$ cat config.mk
export PLATFORM = sky130hd
export DESIGN_NAME = collision_scanner
export DESIGN_NICKNAME = d
export VERILOG_FILES = /design/src/rtl/collision_scanner.sv
export SDC_FILE = /design/constraint.sdc
export NUM_CORES = 1
export LEC_CHECK = 0
export BUFFER_PORTS_ARGS = -buffer_cell sky130_fd_sc_hd__buf_4
export CORE_AREA = 2 2 96 98
export DETAILED_ROUTE_END_ITERATION = 7
export DIE_AREA = 0 0 98 100
export HOLD_SLACK_MARGIN = 0.06
export PLACE_DENSITY = 0.51
export REMOVE_ABC_BUFFERS = 1
export SYNTH_ARGS = -nofsm -noshare
export SYNTH_HDL_FRONTEND = slang
export SYNTH_SLANG_ARGS = --single-unit
$ cat constraint.sdc
create_clock -name clk -period 5.03 [get_ports clk]
set_input_delay 1.006 -clock clk [delete_from_list [all_inputs] [get_ports clk]]
set_output_delay 1.006 -clock clk [all_outputs]
set_load 0.03 [all_outputs]
$ cat src/rtl/collision_scanner.sv
// Collision scanner: samples NUM_PROBES points on the player box against the level map, one query per cycle.
// Optional direction flags (grounded/ceiling/wall_l/wall_r) are built when CS_DIR_FLAGS_EN is defined.
module collision_scanner #(
  parameter int POS_W      = 10,
  parameter int NUM_PROBES = 4,
  parameter int PLAYER_W   = 16,
  parameter int PLAYER_H   = 16,
  parameter int MEM_LAT    = 1,
  parameter int SCREEN_W   = 640,
  parameter int SCREEN_H   = 480
) (
  input  logic                  clk,
  input  logic                  rst_n,
  input  logic                  start,
  input  logic [2*POS_W-1:0]    player_pos,
  output logic [POS_W-1:0]      query_x,
  output logic [POS_W-1:0]      query_y,
  input  logic                  query_data,
  output logic                  busy,
  output logic                  done,
  output logic [NUM_PROBES-1:0] hit_mask
`ifdef CS_DIR_FLAGS_EN
  ,
  output logic                  grounded,
  output logic                  ceiling,
  output logic                  wall_l,
  output logic                  wall_r
`endif
);

  localparam int IW = $clog2(NUM_PROBES);
  localparam logic [POS_W:0] DX_R = (POS_W+1)'(PLAYER_W - 1);
  localparam logic [POS_W:0] DX_M = (POS_W+1)'(PLAYER_W / 2);
  localparam logic [POS_W:0] DY_B = (POS_W+1)'(PLAYER_H - 1);
  localparam logic [POS_W:0] DY_M = (POS_W+1)'(PLAYER_H / 2);
  localparam logic [POS_W:0] XLIM = (POS_W+1)'(SCREEN_W);
  localparam logic [POS_W:0] YLIM = (POS_W+1)'(SCREEN_H);

  typedef enum logic [1:0] {IDLE, ISSUE, DRAIN, DONE} state_t;

  typedef struct packed {
    logic             oob;
    logic [POS_W-1:0] x;
    logic [POS_W-1:0] y;
  } probe_t;

  state_t                state, state_next;
  logic [2*POS_W-1:0]    pos_q;
  logic [IW-1:0]         issue_idx;
  logic                  query_oob;
  logic [NUM_PROBES-1:0] scratch, scratch_next;
  logic [MEM_LAT-1:0]    tag_v;
  logic [MEM_LAT-1:0]    tag_oob;
  logic [IW-1:0]         tag_idx [MEM_LAT];
  logic                  issue_last, last_retire;
  probe_t                first_probe, next_probe;

  // Probe k offset within the box; the extra top bit catches coordinate carry.
  function automatic probe_t probe_at(input logic [2*POS_W-1:0] pos, input logic [IW-1:0] k);
    logic [POS_W:0] dx, dy, x, y;
    probe_t p;
    dx = '0;
    dy = '0;
    case (int'(k))
      1:       dx = DX_R;
      2:       dy = DY_B;
      3:       begin dx = DX_R; dy = DY_B; end
      4:       dx = DX_M;
      5:       begin dx = DX_M; dy = DY_B; end
      6:       dy = DY_M;
      7:       begin dx = DX_R; dy = DY_M; end
      default: ;
    endcase
    x = {1'b0, pos[2*POS_W-1:POS_W]} + dx;
    y = {1'b0, pos[POS_W-1:0]} + dy;
    p.oob = x[POS_W] | y[POS_W] | (x >= XLIM) | (y >= YLIM);
    p.x = x[POS_W-1:0];
    p.y = y[POS_W-1:0];
    return p;
  endfunction

  assign first_probe = probe_at(player_pos, '0);
  assign next_probe  = probe_at(pos_q, issue_idx + IW'(1));
  assign issue_last  = (issue_idx == IW'(NUM_PROBES - 1));
  assign last_retire = tag_v[MEM_LAT-1] && (tag_idx[MEM_LAT-1] == IW'(NUM_PROBES - 1));

  // Out-of-bounds probes ignore the returned data and read as solid.
  always_comb begin
    scratch_next = scratch;
    if (tag_v[MEM_LAT-1])
      scratch_next[tag_idx[MEM_LAT-1]] = tag_oob[MEM_LAT-1] | query_data;
  end

  always_comb begin
    state_next = state;
    case (state)
      IDLE:    if (start) state_next = ISSUE;
      ISSUE:   if (issue_last) state_next = DRAIN;
      DRAIN:   if (last_retire) state_next = DONE;
      DONE:    state_next = IDLE;
      default: state_next = IDLE;
    endcase
  end

  always_ff @(posedge clk or negedge rst_n) begin
    if (!rst_n) state <= IDLE;
    else        state <= state_next;
  end

  assign busy = (state == ISSUE) || (state == DRAIN);
  assign done = (state == DONE);

  always_ff @(posedge clk or negedge rst_n) begin
    if (!rst_n) begin
      pos_q     <= '0;
      issue_idx <= '0;
      query_x   <= '0;
      query_y   <= '0;
      query_oob <= 1'b0;
      scratch   <= '0;
      hit_mask  <= '0;
      tag_v     <= '0;
      tag_oob   <= '0;
      for (int i = 0; i < MEM_LAT; i++) tag_idx[i] <= '0;
    end else begin
      // Tag pipeline mirrors the level read latency so data lines up with its probe.
      tag_v[0]   <= (state == ISSUE);
      tag_idx[0] <= issue_idx;
      tag_oob[0] <= query_oob;
      for (int i = 1; i < MEM_LAT; i++) begin
        tag_v[i]   <= tag_v[i-1];
        tag_idx[i] <= tag_idx[i-1];
        tag_oob[i] <= tag_oob[i-1];
      end
      scratch <= scratch_next;
      case (state)
        IDLE: if (start) begin
          pos_q                         <= player_pos;
          {query_oob, query_x, query_y} <= first_probe;
          issue_idx                     <= '0;
          scratch                       <= '0;
        end
        ISSUE: if (!issue_last) begin
          issue_idx                     <= issue_idx + IW'(1);
          {query_oob, query_x, query_y} <= next_probe;
        end
        DRAIN: if (last_retire) hit_mask <= scratch_next;
        default: ;
      endcase
    end
  end

`ifdef CS_DIR_FLAGS_EN
  logic [7:0] m8;
  assign m8 = 8'(scratch_next);

  // Midpoint bits 4..7 are zero-extended away when only corners are probed.
  always_ff @(posedge clk or negedge rst_n) begin
    if (!rst_n) begin
      grounded <= 1'b0;
      ceiling  <= 1'b0;
      wall_l   <= 1'b0;
      wall_r   <= 1'b0;
    end else if (state == DRAIN && last_retire) begin
      grounded <= m8[2] | m8[3] | m8[5];
      ceiling  <= m8[0] | m8[1] | m8[4];
      wall_l   <= m8[0] | m8[2] | m8[6];
      wall_r   <= m8[1] | m8[3] | m8[7];
    end
  end
`endif

endmodule
==> results of run 1 <==
[placed cells by master (no fill, tap or decap), types with 3 or more instances in the layout]
master	count
sky130_fd_sc_hd__nor2_1	19
sky130_fd_sc_hd__mux2i_1	5
sky130_fd_sc_hd__mux2_2	23
sky130_fd_sc_hd__buf_4	50
sky130_fd_sc_hd__nor2b_1	3
sky130_fd_sc_hd__nor3_1	5
sky130_fd_sc_hd__clkbuf_8	7
sky130_fd_sc_hd__xnor2_1	8
sky130_fd_sc_hd__a211oi_1	3
sky130_fd_sc_hd__nand2_1	29
sky130_fd_sc_hd__and3_1	8
sky130_fd_sc_hd__nand3_1	5
sky130_fd_sc_hd__a21o_1	3
sky130_fd_sc_hd__a21oi_1	22
sky130_fd_sc_hd__ha_1	14
sky130_fd_sc_hd__o21ai_0	26
sky130_fd_sc_hd__dfrtp_1	56
sky130_fd_sc_hd__xor2_1	6
sky130_fd_sc_hd__inv_1	5
sky130_fd_sc_hd__o21ai_1	3
[synthesized netlist by cell type, types with 2 or more instances]
| master | instances | share of area |
|---|---|---|
| sky130_fd_sc_hd__dfrtp_1 | 56 | 0.47 |
| sky130_fd_sc_hd__nand2_1 | 29 | 0.036 |
| sky130_fd_sc_hd__o21ai_0 | 26 | 0.043 |
| sky130_fd_sc_hd__mux2_2 | 23 | 0.086 |
| sky130_fd_sc_hd__a21oi_1 | 22 | 0.037 |
| sky130_fd_sc_hd__nor2_1 | 19 | 0.024 |
| sky130_fd_sc_hd__ha_1 | 14 | 0.058 |
| sky130_fd_sc_hd__and3_1 | 8 | 0.017 |
| sky130_fd_sc_hd__xnor2_1 | 8 | 0.023 |
| sky130_fd_sc_hd__xor2_1 | 6 | 0.017 |
| sky130_fd_sc_hd__buf_2 | 5 | 0.0083 |
| sky130_fd_sc_hd__inv_1 | 5 | 0.0062 |
| sky130_fd_sc_hd__mux2i_1 | 5 | 0.017 |
| sky130_fd_sc_hd__nand3_1 | 5 | 0.0083 |
| sky130_fd_sc_hd__nor3_1 | 5 | 0.0083 |
| sky130_fd_sc_hd__a211oi_1 | 3 | 0.0075 |
| sky130_fd_sc_hd__a21o_1 | 3 | 0.0075 |
| sky130_fd_sc_hd__clkbuf_1 | 3 | 0.0037 |
| sky130_fd_sc_hd__nor2b_1 | 3 | 0.0062 |
| sky130_fd_sc_hd__o21ai_1 | 3 | 0.0050 |
| sky130_fd_sc_hd__a221oi_1 | 2 | 0.0058 |
| sky130_fd_sc_hd__a31oi_1 | 2 | 0.0042 |
| sky130_fd_sc_hd__fa_1 | 2 | 0.013 |
| sky130_fd_sc_hd__nand3b_1 | 2 | 0.0050 |
| sky130_fd_sc_hd__nand4_1 | 2 | 0.0042 |
| sky130_fd_sc_hd__o211ai_1 | 2 | 0.0050 |
| sky130_fd_sc_hd__o21bai_1 | 2 | 0.0050 |
[worst paths after layout]
kind,from,to,cells after the start
hold reg to reg,query_oob,tag_oob,0
min in group asynchronous,rst_n,hit_mask[2],1
setup / recovery,issue_idx[0],query_oob,9
max in group asynchronous,rst_n,pos_q[19],1
hold / removal,query_oob,tag_oob,0
setup reg to reg,issue_idx[0],query_oob,9
[critical path, cell delays in order (launching register included)]
cell and delay (ps):
sky130_fd_sc_hd__dfrtp_1 450, sky130_fd_sc_hd__ha_1 450, sky130_fd_sc_hd__ha_1 280, sky130_fd_sc_hd__fa_1 420, sky130_fd_sc_hd__a211o_1 330, sky130_fd_sc_hd__o2111ai_2 110, sky130_fd_sc_hd__xor2_1 260, sky130_fd_sc_hd__nor3_2 70
sky130_fd_sc_hd__a211oi_2 150, sky130_fd_sc_hd__a21oi_1 90
[cell families (layout without fill, tap and decap cells)]
logic type      Yosys count  in the layout  synth area share
simple gates             79             79             0.126
mux                      28             28             0.103
compound gates           78             78             0.166
xor+xnor                 14             14            0.0408
flops                    56             56             0.466
fa+ha+maj                16             16            0.0715
buf+inv                  17             62            0.0275
[cell type report]
type	instances	area [µm²]	area share
inverter	5	18.8	0.00528
sequential	56	1400	0.394
timing repair buffer	50	375	0.106
tap	111	139	0.0391
multi-input combinational	215	1520	0.429
clock buffer	7	96.3	0.0271
[sequential cells by signal, indices dropped and copies added, names as in the netlist]
| signal | flops |
|---|---|
| hit_mask | 4 |
| issue_idx | 2 |
| pos_q | 20 |
| query_oob | 1 |
| query_x | 10 |
| query_y | 10 |
| scratch | 3 |
| state | 2 |
| tag_idx | 2 |
| tag_oob | 1 |
| tag_v | 1 |
[power by group through the flow]
stage	registers, mW	logic (mW)	clock network [mW]
after global placement	0.459	0.0332	0
after CTS	0.450	0.0329	0.279
after detailed placement	0.459	0.0328	0
after floorplan	0.459	0.00433	0
final	0.450	0.0312	0.267
after global routing	0.451	0.0363	0.296
[through the flow]
step	power, mW	utilization	setup slack, ps	cell area, µm²	hold WS, ps
3_3_place_gp	0.493	0.389	2380	3460	372
2_1_floorplan	0.464	-	2560	2940	354
3_5_place_dp	0.492	0.389	2320	3460	374
5_1_grt	0.783	0.400	1930	3550	417
4_1_cts	0.763	0.400	2300	3550	397
6_report	0.748	0.400	2310	3550	399
[routing by layer]
metal | vias up | global-route usage
met5 | - | 0
met4 | 0 | 0.0395
met3 | 8 | 0.0279
met2 | 36 | 0.219
met1 | 1069 | 0.199
li1 | 1121 | -
==> impl_table.tex, run 1 <==
\begin{tabular}{lr}
\hline
Metric & Value \\
\hline
\multicolumn{2}{l}{\textbf{Floorplanning}} \\
Total I/O pin count & 50 \\
Chip Width & 98 µm \\
Total number of placement rows & 35 \\
Starting density of the core & 0.338 \\
Full die area & 9800 µm² \\
Area of the core & 8890 µm² \\
Vertical die dimension & 100 µm \\
\multicolumn{2}{l}{\textbf{Layout}} \\
Post-route insts no fill & $\sim$440 \\
Fraction of layout cells with a size suffix above 1 & 0.261 \\
Area Overhead vs Synth & 18.2\% \\
Nets@finish & 373 \\
Diode insertion count for antenna repair & 0 \\
Number of inserted filler cells in the final layout & 882 \\
\multicolumn{2}{l}{\textbf{Place}} \\
Post-Place Cells & 437 \\
Buffers added on ports & 49 \\
Final weighted congestion in routability-driven placement & 0.777 \\
Total half-perimeter wirelength after legalization and detailed placement & 4.61 mm \\
\multicolumn{2}{l}{\textbf{Drt}} \\
Uppermost metal layer occupied by signal nets & met4 \\
Routed Wire Length & 6.52 mm \\
Met3 wire length & just under 200 µm \\
Vias per cell & 5.03 \\
Wire length on met1 & 3.28 mm \\
Number of nets with antenna violations after detailed routing & 0 \\
Residual DRC & 0 \\
Via count & 2234 \\
Routed wire length on met2 & about 2.9 mm \\
Number of DRC markers after the initial detailed-route iteration & 105 \\
First-pass detailed-route iteration total & 4 \\
Routed wirelength normalized by instance count & 14.7 µm \\
\multicolumn{2}{l}{\textbf{Synthesis}} \\
Most instantiated flip-flop cell in the synthesis netlist & sky130\_fd\_sc\_hd\_\_dfrtp\_1 \\
Post-Syn Instances & 288 \\
Count of synthesis-stage warnings from yosys & 0 \\
Register bit count reported by yosys & between 50 and 60 \\
Post-synthesis cell type count & 50 \\
Combined area of all synthesized cells & between 3000 and 4000 µm² \\
EDFF count, synth & 0 \\
Asr flop ratio synth & 1.00 \\
Average cell area after synthesis & 10.4 µm² \\
Share of synthesized area occupied by flip-flops and latches & 0.466 \\
\multicolumn{2}{l}{\textbf{Clock tree}} \\
Hold Buf Count CTS & 0 \\
Clock buffers created by TritonCTS & 5 \\
Clock buffer depth & 2 \\
Clock tree root driver cell & sky130\_fd\_sc\_hd\_\_clkbuf\_8 \\
Clock Latency Late Sink & roughly 300 ps \\
CTS resizes & 0 \\
Post CTS Setup Buffer Count & 0 \\
TritonCTS clock tree & yes \\
Clock transition at the register clock pins on the worst setup and hold paths after CTS & 100 ps \\
Clock sink total & 56 \\
H-tree lvl count & 2 \\
\multicolumn{2}{l}{\textbf{Critical path}} \\
Critical path data arrival time & 2910 ps \\
Reg2reg setup slack & 2310 ps \\
Crit path launch type & flip-flop \\
Critical path peak fanout & 7 \\
Category of the critical setup timing path & flip-flop to flip-flop \\
Worst endpoint required time & about 5200 ps \\
Critical path endpoint category & flip-flop \\
\multicolumn{2}{l}{\textbf{Timing}} \\
Minimum clock period after layout & around 2700 ps \\
Hold Violations, Final & 0 \\
Ratio of final minimum period to clock period & 0.540 \\
Max frequency & $\sim$0.37 GHz \\
Slew Viols, Final & 0 \\
Setup repair after global routing missed its margin & no \\
Total Negative Setup Slacks & 0 ps \\
Worst-margin pin slew & roughly 990 ps \\
Worst slew margin & 0.341 \\
Post-Route Skew & between 3 and 4 ps \\
Final setup violation count & 0 \\
\multicolumn{2}{l}{\textbf{Power}} \\
Cell Int Power & 0.587 mW \\
Psw & 0.161 mW \\
Comb pwr share & 0.042 \\
Switching power share of the total & 0.215 \\
Reg power frac & 0.602 \\
Leakage power of the design & 1.71 nW \\
Power density relative to cell area & 211 nW/µm² \\
Clock power frac & 0.356 \\
Peak supply drop & roughly 110 µV \\
\multicolumn{2}{l}{\textbf{Worst hold path}} \\
Hold/Removal Path Class & flip-flop to flip-flop \\
\multicolumn{2}{l}{\textbf{Global routing}} \\
Global-route usage over all layers & 0.140 \\
Via count of the first global-routing pass & 2170 \\
Congestion Overflow GR & 0 \\
Global-route wire length before repair & around 11 mm \\
Antenna violations before repair & 0 \\
Maximum number of pins on one net before global-route repair & 57 \\
\multicolumn{2}{l}{\textbf{Job}} \\
Max-cap violations & 0 \\
\multicolumn{2}{l}{\textbf{Run status}} \\
Run status & complete, no violations \\
\hline
\end{tabular}
Note: power is estimated with default switching activity, not from simulation.
==> run 2: changes to the inputs <==
--- a/config.mk
+++ b/config.mk
@@ -10,7 +10,7 @@
 export DETAILED_ROUTE_END_ITERATION = 7
 export DIE_AREA = 0 0 98 100
 export HOLD_SLACK_MARGIN = 0.06
-export PLACE_DENSITY = 0.51
+export PLACE_DENSITY = 0.53
 export REMOVE_ABC_BUFFERS = 1
 export SYNTH_ARGS = -nofsm -noshare
 export SYNTH_HDL_FRONTEND = slang
==> constraint.sdc (replaced) <==
create_clock -name clk -period 2.35 [get_ports clk]
set_input_delay 0.47 -clock clk [delete_from_list [all_inputs] [get_ports clk]]
set_output_delay 0.47 -clock clk [all_outputs]
set_load 0.03 [all_outputs]
==> run 2 against run 1 <==
  * Critical path depth unchanged
  * Critical path type unchanged
  * Critical endpoint unchanged
  * Clock skew about the same
  * Sequential share of layout area down 2.6 points
==> impl_table.tex, run 2 (synthesized netlist as in run 1, its figures left out) <==
\begin{tabular}{lr}
\hline
Metric & Value \\
\hline
\multicolumn{2}{l}{\textbf{Timing}} \\
Setup ws final & 85.2 ps \\
Final setup violation count & 0 \\
Slew Viols, Final & 0 \\
Ratio of final minimum period to clock period & 0.964 \\
Max frequency & 0.442 GHz \\
Hold Violations, Final & 0 \\
Worst-margin pin slew & 728 ps \\
Worst slew margin & 0.512 \\
Post-Route Skew & 3.77 ps \\
Minimum clock period after layout & 2260 ps \\
Setup repair after global routing missed its margin & yes \\
Total Negative Setup Slacks & 0 ps \\
\multicolumn{2}{l}{\textbf{Floorplanning}} \\
Total I/O pin count & 50 \\
Vertical die dimension & $\sim$100 µm \\
Starting density of the core & 0.338 \\
Chip Width & 98 µm \\
Area of the core & $\sim$8900 µm² \\
Full die area & between 9000 and 10000 µm² \\
Total number of placement rows & 35 \\
\multicolumn{2}{l}{\textbf{Layout}} \\
Nets@finish & 392 \\
Max FFs per register & 20 \\
Biggest registers after layout & pos\_q: 20 flops, query\_x: 10 flops, query\_y: 10 flops \\
Commonest non-fill, non-tap cell in the layout & sky130\_fd\_sc\_hd\_\_buf\_4 \\
Register bank with the most flops & pos\_q \\
Most used cells in the layout excluding fill and tap cells & sky130\_fd\_sc\_hd\_\_buf\_4 (68), sky130\_fd\_sc\_hd\_\_dfrtp\_1 (56), sky130\_fd\_sc\_hd\_\_nand2\_1 (29), sky130\_fd\_sc\_hd\_\_o21ai\_0 (24), sky130\_fd\_sc\_hd\_\_mux2\_2 (23) \\
Diode insertion count for antenna repair & 0 \\
Area Overhead vs Synth & 26.4\% \\
Fraction of layout cells with a size suffix above 1 & 0.330 \\
\multicolumn{2}{l}{\textbf{Drt}} \\
Vias per cell & 5.03 \\
Routed Wire Length & 6.72 mm \\
First-pass detailed-route iteration total & 4 \\
Routed wirelength normalized by instance count & 14.5 µm \\
Via count & 2330 \\
Number of DRC markers after the initial detailed-route iteration & 80 \\
Residual DRC & 0 \\
Number of nets with antenna violations after detailed routing & 0 \\
\multicolumn{2}{l}{\textbf{Power}} \\
Total Power & 1.77 mW \\
Cell Int Power & 1.41 mW \\
Comb pwr share & 0.037 \\
Leakage power of the design & $\sim$1.8 nW \\
Switching power share of the total & 0.202 \\
Power density relative to cell area & 466 nW/µm² \\
Clock power frac & 0.419 \\
Reg power frac & 0.544 \\
Psw & about 0.36 mW \\
Peak supply drop & roughly 230 µV \\
\multicolumn{2}{l}{\textbf{Critical path}} \\
Critical path peak fanout & 2 \\
Start point of the critical path & issue\_idx[0] \\
Worst endpoint required time & $\sim$2500 ps \\
Reg2reg setup slack & 90 ps \\
Critical path endpoint category & flip-flop \\
Crit path launch type & flip-flop \\
Worst reg2reg startpoint & issue\_idx[0] \\
Worst Reg2Reg Path Length in Cells & 9 \\
Critical path data arrival time & 2460 ps \\
Category of the critical setup timing path & flip-flop to flip-flop \\
CP endpoint & query\_oob \\
Crit Reg-Reg Endpoint & query\_oob \\
\multicolumn{2}{l}{\textbf{Run status}} \\
Run status & complete, no violations \\
\multicolumn{2}{l}{\textbf{Clock tree}} \\
Clock sink total & 56 \\
Clock transition at the register clock pins on the worst setup and hold paths after CTS & 100 ps \\
Clock tree root driver cell & sky130\_fd\_sc\_hd\_\_clkbuf\_8 \\
TritonCTS clock tree & yes \\
Clock buffers created by TritonCTS & 5 \\
Clock Latency Late Sink & just over 300 ps \\
H-tree lvl count & 2 \\
Clock buffer depth & 2 \\
Hold Buf Count CTS & 0 \\
\multicolumn{2}{l}{\textbf{Job}} \\
Max-cap violations & 0 \\
\multicolumn{2}{l}{\textbf{Place}} \\
Final weighted congestion in routability-driven placement & 0.786 \\
Total half-perimeter wirelength after legalization and detailed placement & 4.94 mm \\
Buffers added on ports & 49 \\
Worst setup timing slack at the placement stage & -71.7 ps \\
\multicolumn{2}{l}{\textbf{Worst hold path}} \\
Hold/Removal Path Class & input port to async pin \\
\multicolumn{2}{l}{\textbf{Global routing}} \\
Antenna violations before repair & 0 \\
Global-route wire length before repair & 11.5 mm \\
Via count of the first global-routing pass & between 2000 and 2500 \\
Congestion Overflow GR & 0 \\
Global-route usage over all layers & 0.143 \\
Maximum number of pins on one net before global-route repair & 57 \\
\hline
\end{tabular}
==> run 2: power by group through the flow <==
| stage | Combinational (mW) | Clock, mW | Sequential [mW] |
|---|---|---|---|
| 2_1_floorplan | 0.00927 | 0 | 0.983 |
| 3_3_place_gp | 0.0699 | 0 | 0.983 |
| 3_5_place_dp | 0.0692 | 0 | 0.983 |
| 4_1_cts | 0.0692 | 0.765 | 0.964 |
| 5_1_grt | 0.0760 | 0.803 | 0.965 |
| 6_report | 0.0658 | 0.741 | 0.964 |
==> run 2: through the flow <==
stage               utilization  std cells  hold WS [ps]  cell area [µm²]
detailed placement        0.403        453           406             3580
global placement          0.403        453           410             3580
CTS                       0.421        462           243             3740
finish                    0.428        463           204             3800
floorplan                     -        276           174             2940
global route              0.428        463           266             3800
==> run 2: worst min path at each step <==
stage               startpoint     endpoint  slack [ps]  cells after the start
floorplan                rst_n  hit_mask[0]         170                      0
global placement     query_oob      tag_oob         410                      0
detailed placement   query_oob      tag_oob         410                      0
CTS                      rst_n     pos_q[3]         240                      1
global route             rst_n  hit_mask[0]         270                      1
finish                   rst_n     state[1]         200                      1
==> run 2: critical path, stage by stage, from the launching register on <==
cell and delay (ps):
sky130_fd_sc_hd__dfrtp_1 420, sky130_fd_sc_hd__ha_4 270, sky130_fd_sc_hd__ha_4 160, sky130_fd_sc_hd__fa_2 340
sky130_fd_sc_hd__a211o_1 330, sky130_fd_sc_hd__o2111ai_2 130, sky130_fd_sc_hd__xor2_2 200, sky130_fd_sc_hd__nor3_2 60
sky130_fd_sc_hd__a211oi_2 150, sky130_fd_sc_hd__a21oi_1 90
==> run 2: cell type report <==
class	count	area, µm²
Fill cell	894	5090
Inverter	5	18.8
Clock inverter	2	60.1
Multi-Input combinational cell	215	1590
Sequential cell	56	1400
Tap cell	111	139
Clock buffer	5	68.8
Timing Repair Buffer	69	522
==> run 2: timing repair <==
item | in CTS | in global routing
resized for setup | 3 | 12
buffers inserted | 2 | 1
setup endpoints to repair | 2 | 6
pin swaps | 3 | 5
==> run 2: per-layer routing <==
metal,track usage,wire length [µm],vias up,share of wire
met3,0.0286,208,4,0.031
li1,-,-,1163,-
met4,0.0353,59,0,0.0088
met5,0,0,-,0
met1,0.196,3200,1125,0.48
met2,0.236,3250,38,0.48
